===== src/rtl/gullfaxi_pkg.sv =====
`default_nettype none
// ============================================================================
// Module   : gullfaxi_pkg
// Purpose  : Shared constants and types for the Gullfaxi single-input router
// Revision : 1.0 - initial release
// ============================================================================
package gullfaxi_pkg;

  localparam int DATA_W  = 8;   // payload byte width
  localparam int MAX_LEN = 16;  // bytes stored per packet
  localparam int LEN_W   = 5;   // must hold 0..MAX_LEN inclusive
  localparam int N_OUT   = 3;   // number of output ports
  localparam int ADDR_W  = $clog2(MAX_LEN);

  // Saturation limit expressed at the width of the count itself
  localparam logic [LEN_W-1:0] MAX_CNT = LEN_W'(MAX_LEN);

  typedef logic [1:0] dest_t;

  // Header code 3 has no output behind it
  localparam dest_t DEST_INVALID = 2'd3;

  typedef enum logic [1:0] {
    IDLE = 2'd0,
    RECV = 2'd1,
    REQ  = 2'd2,
    SEND = 2'd3
  } state_t;

endpackage : gullfaxi_pkg
`default_nettype wire


===== src/rtl/gullfaxi_pkt_buffer.sv =====
`default_nettype none
// ============================================================================
// Module   : gullfaxi_pkt_buffer
// Purpose  : MAX_LEN x DATA_W payload store. The saturating count doubles as
//            the write pointer; reads are combinational by index.
// Revision : 1.0 - initial release
// ============================================================================
module gullfaxi_pkt_buffer
  import gullfaxi_pkg::*;
(
  input  logic              clk,
  input  logic              reset,     // asynchronous, active-low
  input  logic              clr,       // start of a new packet
  input  logic              wr_en,
  input  logic [DATA_W-1:0] wr_data,
  input  logic [ADDR_W-1:0] rd_idx,
  output logic [DATA_W-1:0] rd_data,
  output logic [LEN_W-1:0]  count
);

  logic [DATA_W-1:0] mem [MAX_LEN];
  logic              room;

  // Bytes arriving once the store is full are accepted upstream but dropped here
  assign room    = (count != MAX_CNT);
  assign rd_data = mem[rd_idx];

  // Payload storage; contents need no reset because count gates every use
  always_ff @(posedge clk) begin
    if (wr_en && room && !clr) begin
      mem[count[ADDR_W-1:0]] <= wr_data;
    end
  end

  // Write pointer / byte count, saturating at MAX_LEN
  always_ff @(posedge clk or negedge reset) begin
    if (!reset) begin
      count <= '0;
    end else if (clr) begin
      count <= '0;
    end else if (wr_en && room) begin
      count <= count + LEN_W'(1);
    end
  end

endmodule : gullfaxi_pkt_buffer
`default_nettype wire


===== src/rtl/gullfaxi_router.sv =====
`default_nettype none
// ============================================================================
// Module   : gullfaxi_router
// Purpose  : Store-and-forward router, one input to three outputs. Buffers a
//            whole payload, requests the destination, then streams it out
//            with the length presented alongside the first byte.
// Revision : 1.0 - initial release
// ============================================================================
module gullfaxi_router
  import gullfaxi_pkg::*;
(
  input  logic              clk,
  input  logic              reset,      // asynchronous, active-low

  input  logic              I0_valid,
  input  logic [DATA_W-1:0] I0_data,
  input  logic              I0_end,
  output logic              I0_ready,

  output logic              O0_start,
  output logic [LEN_W-1:0]  O0_length,
  output logic [DATA_W-1:0] O0_data,
  output logic              O0_end,
  output logic              O0_req,
  input  logic              O0_grant,

  output logic              O1_start,
  output logic [LEN_W-1:0]  O1_length,
  output logic [DATA_W-1:0] O1_data,
  output logic              O1_end,
  output logic              O1_req,
  input  logic              O1_grant,

  output logic              O2_start,
  output logic [LEN_W-1:0]  O2_length,
  output logic [DATA_W-1:0] O2_data,
  output logic              O2_end,
  output logic              O2_req,
  input  logic              O2_grant
);

  state_t            state_q, state_d;
  dest_t             dest_q, dest_d;
  logic [LEN_W-1:0]  idx_q, idx_d;
  logic              ready_q, ready_d;

  // Per-port registered outputs; only the selected port ever goes non-zero
  logic [N_OUT-1:0]  req_q, req_d;
  logic [N_OUT-1:0]  start_q, start_d;
  logic [N_OUT-1:0]  end_q, end_d;
  logic [DATA_W-1:0] data_q [N_OUT];
  logic [DATA_W-1:0] data_d [N_OUT];
  logic [LEN_W-1:0]  length_q [N_OUT];
  logic [LEN_W-1:0]  length_d [N_OUT];

  logic [N_OUT-1:0]  grant_vec;
  logic              accept;
  logic              buf_clr;
  logic              buf_wr;
  logic [ADDR_W-1:0] rd_idx;
  logic [DATA_W-1:0] rd_data;
  logic [LEN_W-1:0]  count;

  assign grant_vec = {O2_grant, O1_grant, O0_grant};
  assign accept    = I0_valid & ready_q;
  // REQ reads byte 0 so it can be registered on the grant edge
  assign rd_idx    = (state_q == SEND) ? idx_q[ADDR_W-1:0] : '0;

  gullfaxi_pkt_buffer u_buf (
    .clk     (clk),
    .reset   (reset),
    .clr     (buf_clr),
    .wr_en   (buf_wr),
    .wr_data (I0_data),
    .rd_idx  (rd_idx),
    .rd_data (rd_data),
    .count   (count)
  );

  // Next-state and next-output logic for the receive/request/send sequence
  always_comb begin
    state_d = state_q;
    dest_d  = dest_q;
    idx_d   = idx_q;
    req_d   = req_q;
    start_d = '0;
    end_d   = '0;
    for (int i = 0; i < N_OUT; i++) begin
      data_d[i]   = '0;
      length_d[i] = '0;
    end
    buf_clr = 1'b0;
    buf_wr  = 1'b0;

    case (state_q)
      IDLE: begin
        if (accept) begin
          dest_d  = I0_data[1:0];
          buf_clr = 1'b1;
          // A header carrying the end flag is an empty packet: drop it
          if (!I0_end) state_d = RECV;
        end
      end

      RECV: begin
        if (accept) begin
          buf_wr = 1'b1;
          if (I0_end) begin
            if (dest_q == DEST_INVALID) begin
              state_d = IDLE;
            end else begin
              state_d        = REQ;
              req_d[dest_q]  = 1'b1;
            end
          end
        end
      end

      REQ: begin
        if (grant_vec[dest_q]) begin
          state_d          = SEND;
          start_d[dest_q]  = 1'b1;
          length_d[dest_q] = count;
          data_d[dest_q]   = rd_data;
          end_d[dest_q]    = (count == LEN_W'(1));
          idx_d            = LEN_W'(1);
        end
      end

      SEND: begin
        // Grant is not consulted here: a started transfer always completes
        if (end_q[dest_q]) begin
          state_d = IDLE;
          req_d   = '0;
        end else begin
          data_d[dest_q] = rd_data;
          end_d[dest_q]  = (idx_q == count - LEN_W'(1));
          idx_d          = idx_q + LEN_W'(1);
        end
      end

      default: state_d = IDLE;
    endcase

    ready_d = (state_d == IDLE) || (state_d == RECV);
  end

  // State and output registers; reset clears every output including ready
  always_ff @(posedge clk or negedge reset) begin
    if (!reset) begin
      state_q <= IDLE;
      dest_q  <= '0;
      idx_q   <= '0;
      ready_q <= 1'b0;
      req_q   <= '0;
      start_q <= '0;
      end_q   <= '0;
      for (int i = 0; i < N_OUT; i++) begin
        data_q[i]   <= '0;
        length_q[i] <= '0;
      end
    end else begin
      state_q <= state_d;
      dest_q  <= dest_d;
      idx_q   <= idx_d;
      ready_q <= ready_d;
      req_q   <= req_d;
      start_q <= start_d;
      end_q   <= end_d;
      for (int i = 0; i < N_OUT; i++) begin
        data_q[i]   <= data_d[i];
        length_q[i] <= length_d[i];
      end
    end
  end

  assign I0_ready  = ready_q;

  assign O0_start  = start_q[0];
  assign O0_length = length_q[0];
  assign O0_data   = data_q[0];
  assign O0_end    = end_q[0];
  assign O0_req    = req_q[0];

  assign O1_start  = start_q[1];
  assign O1_length = length_q[1];
  assign O1_data   = data_q[1];
  assign O1_end    = end_q[1];
  assign O1_req    = req_q[1];

  assign O2_start  = start_q[2];
  assign O2_length = length_q[2];
  assign O2_data   = data_q[2];
  assign O2_end    = end_q[2];
  assign O2_req    = req_q[2];

endmodule : gullfaxi_router
`default_nettype wire


===== config.mk =====
export PLATFORM = sky130hd
export DESIGN_NAME = gullfaxi_router
export DESIGN_NICKNAME = d
export VERILOG_FILES = /design/src/rtl/gullfaxi_pkg.sv /design/src/rtl/gullfaxi_pkt_buffer.sv /design/src/rtl/gullfaxi_router.sv
export SDC_FILE = /design/constraint.sdc
export NUM_CORES = 1
export LEC_CHECK = 0
export BUFFER_PORTS_ARGS = -buffer_cell sky130_fd_sc_hd__buf_2
export CAP_MARGIN = 20
export CORE_MARGIN = 5
export CORE_UTILIZATION = 55
export CTS_CLUSTER_SIZE = 10
export DETAILED_ROUTE_END_ITERATION = 10
export PLACE_DENSITY = 0.73
export SLEW_MARGIN = 10
export SYNTH_ARGS = -nofsm -noshare
export SYNTH_HDL_FRONTEND = slang
export SYNTH_SLANG_ARGS = --single-unit

===== constraint.sdc =====
create_clock -name clk -period 2.8 [get_ports clk]
set_input_delay 0.28 -clock clk [delete_from_list [all_inputs] [get_ports clk]]
set_output_delay 0.28 -clock clk [all_outputs]
set_load 0.005 [all_outputs]

==> flow_metrics.tcl <==
set metrics [dict create \
    status "finished, final reports clean" \
    cts-buffers-inserted 17 \
    gp_congestion 0.899 \
    cts_root_buffer "clkbuf_16" \
    rsz0062_at_grt "false" \
    p_sw_frac 0.336 \
    setup_violations 0 \
    whs_endpoint "state_q[0]" \
    initial_utilization 0.556 \
    synth-edff-count 128 \
    placementRows 44 \
    avgSynthCellArea_um2 13.4 \
    synth.distinct_cells 49 \
    synth_warnings 0 \
    ys_async_sr_fraction 0.330 \
    crit_path_start_kind "register" \
    worstMarginPinSlew_ns 0.702 \
    drt-pass1-iter-count 5 \
    holdCritPathClass "primary input to register" \
    post_route_cells_drive_above_1_share 0.215 \
    regToRegEndpoint "u_buf.mem[0][1]" \
    clk_pin_slew_worst_paths_ns 0.06 \
    dpl.hpwl_um 11400 \
    p_sw_mw 2.83 \
    cts_buffer_depth 2 \
    grt_pass1_vias 5198 \
    combPwrFrac 0.302 \
    route.detailed.drc 0 \
    synth_cells 597 \
    dieArea_mm2 0.0170 \
    path_class "register to register" \
    leakage_nw 3.69 \
    wl_um 17400 \
    syn_to_final_growth_pct 15.0 \
    cap_violations 0 \
    r2r_setup_slack_ns 0.38 \
    routed-via-count 5145 \
    cp-end-kind "register" \
    place_ws_ns 0.417 \
    yosysTopAreaCell "edfxtp_1" \
    grt_pass1_wl_um 27800 \
    hold_path_depth 3 \
    drv_slew 0 \
    dieHeight_um 131 \
    synth_most_common_cell "edfxtp_1" \
    cts_tree "yes" \
    crit_required_ns 2.88 \
    synth_top_cell_area_share 0.481 \
    antenna_found_initial 0 \
    setup-tns-final_ns 0 \
    clock_sinks 191 \
    clock_skew_ns 0.00774 \
    nets 694 \
    path_max_fanout 10 \
    power_density_mw_per_mm2 916 \
    grt_max_degree 52 \
    crit_arrival_ns 2.51 \
    ys_dominant_reg_cell "edfxtp_1" \
    intPower_mw 5.59 \
    fmax_mhz 413 \
    pwr-share-clk 0.271 \
    vdd_ir_drop_max_uv 422 \
    fin_crit_ns 2.42 \
    rr_worst_depth 5 \
    p_total_mw 8.42 \
    grt.overflow.total 0 \
    ios 64 \
    ys_ff_latch 191 \
    fin_crit_sh 0.865 \
    clock_latency_ns 0.43 \
    via_per_inst 5.92 \
    wire_per_inst_um 20.0 \
    grt_usage 0.218 \
    drtIter0Drc 461 \
    reg2reg_from "u_buf.count[0]" \
    antenna_cells 0 \
    timing.slew.headroom 0.528 \
    die_x_um 131 \
    ys_top_cells_by_area "edfxtp_1, dfrtp_1, nor2_1, a22o_1, mux2_2" \
    port_buffers 63 \
    hold_violations 0 \
    utilization 0.639 \
    coreArea_mm2 0.0144 \
    setup_ws_ns 0.377 \
    seqPwrFrac 0.426 \
    detail-route-antenna-nets 0 \
    ys_seq_area_frac 0.679 \
    htree_levels 4 \
    syn_nets 618 \
    synthTopCellsByCount "edfxtp_1, dfrtp_1, nor2_1" \
    holdWs_ns 0.221 \
    netlist_area_mm2 0.00799 \
    min-delay-start "I0_end" \
]
[flip-flops by register name, summed over array words and instances (netlist names), 3 cells and up]
signal,flops
O0_data,8
O0_length,5
O1_data,8
O1_length,5
O2_data,8
O2_length,5
end_q,3
idx_q,5
req_q,3
start_q,3
u_buf.count,5
u_buf.mem,128
[final cells by class]
cell class	instances	area (um^2)
Clock buffer	20	437
Clock inverter	11	119
Fill cell	1056	5180
Inverter	38	143
Multi-Input combinational cell	331	2260
Sequential cell	191	5420
Tap cell	184	230
Timing Repair Buffer	94	576
[worst max-delay path, cell delays in order (launching register included)]
cell	delay, ns
dfrtp_1	0.54
inv_1	0.15
ha_1	0.28
a2111oi_0	0.52
buf_4	0.21
and2_1	0.38
[power by group through the flow]
stage | clock network, mW | registers [mW] | logic [mW]
global placement | 0 | 3.63 | 2.43
finish | 2.28 | 3.59 | 2.55
detailed placement | 0 | 3.64 | 2.51
floorplan | 0 | 3.44 | 1.82
CTS | 2.33 | 3.59 | 2.53
global route | 2.45 | 3.63 | 2.77
[cell families (layout without fill, tap and decap cells)]
family                   after synthesis  count (layout)  synth area share
AO/OA/AOI/OAI                        124             124             0.112
XOR/XNOR                              14              14            0.0154
adder cells (fa/ha/maj)                6               6           0.00940
buffers and inverters                 75             163            0.0385
flip-flops                           191             191             0.679
multiplexers                          25              25            0.0415
AND/OR/NAND/NOR                      162             162             0.105
[worst max-delay path by stage]
stage | start | endpoint | cells after the start
after floorplan | u_buf.count[0] | u_buf.mem[0][0] | 5
after global placement | u_buf.count[0] | u_buf.mem[0][2] | 5
after detailed placement | u_buf.count[0] | u_buf.mem[0][2] | 5
after CTS | u_buf.count[0] | u_buf.mem[0][1] | 5
after global routing | u_buf.count[0] | u_buf.mem[0][1] | 5
final | u_buf.count[0] | u_buf.mem[0][1] | 5
[per-layer routing]
layer | up-vias | share of wire | wire length (um) | GRT usage
met1 | 2531 | 0.40 | 7020 | 0.281
met4 | 0 | 0.024 | 414 | 0.0883
met3 | 38 | 0.078 | 1360 | 0.0508
met5 | - | 0 | 0 | 0
li1 | 2365 | - | - | -
met2 | 211 | 0.49 | 8580 | 0.359
[what timing repair did]
item                                   4_1_cts  5_1_grt
hold buffers                                 1        0
endpoints found under the hold margin       14        0
setup buffers                                0        0
resized for setup                            0        0
[metrics by stage]
stage               instances  area [um^2]
floorplan                 597         7990
global placement          837         8620
detailed placement        837         8620
CTS                       869         9190
global route              869         9190
finish                    869         9190
[placed cells by master (no fill, tap or decap), types with 3 or more instances in the layout]
cell type	instances
edfxtp_1	128
buf_2	63
dfrtp_1	62
nor2_1	62
inv_1	38
a31oi_1	30
buf_4	28
a22o_1	22
and2_1	21
a21oi_1	19
nand2_1	17
mux2_2	17
clkbuf_16	17
a211oi_1	15
nor2b_1	15
nor3_1	14
o221ai_1	14
o31ai_1	14
xnor2_1	9
and3_1	8
ha_1	6
xor2_1	5
mux4_2	4
nor3b_1	4
nor4_1	4
nand3_1	3
nand2b_1	3
o21ai_0	3
clkinv_4	3
clkbuf_1	3
Power figures use the tool's default switching activity.
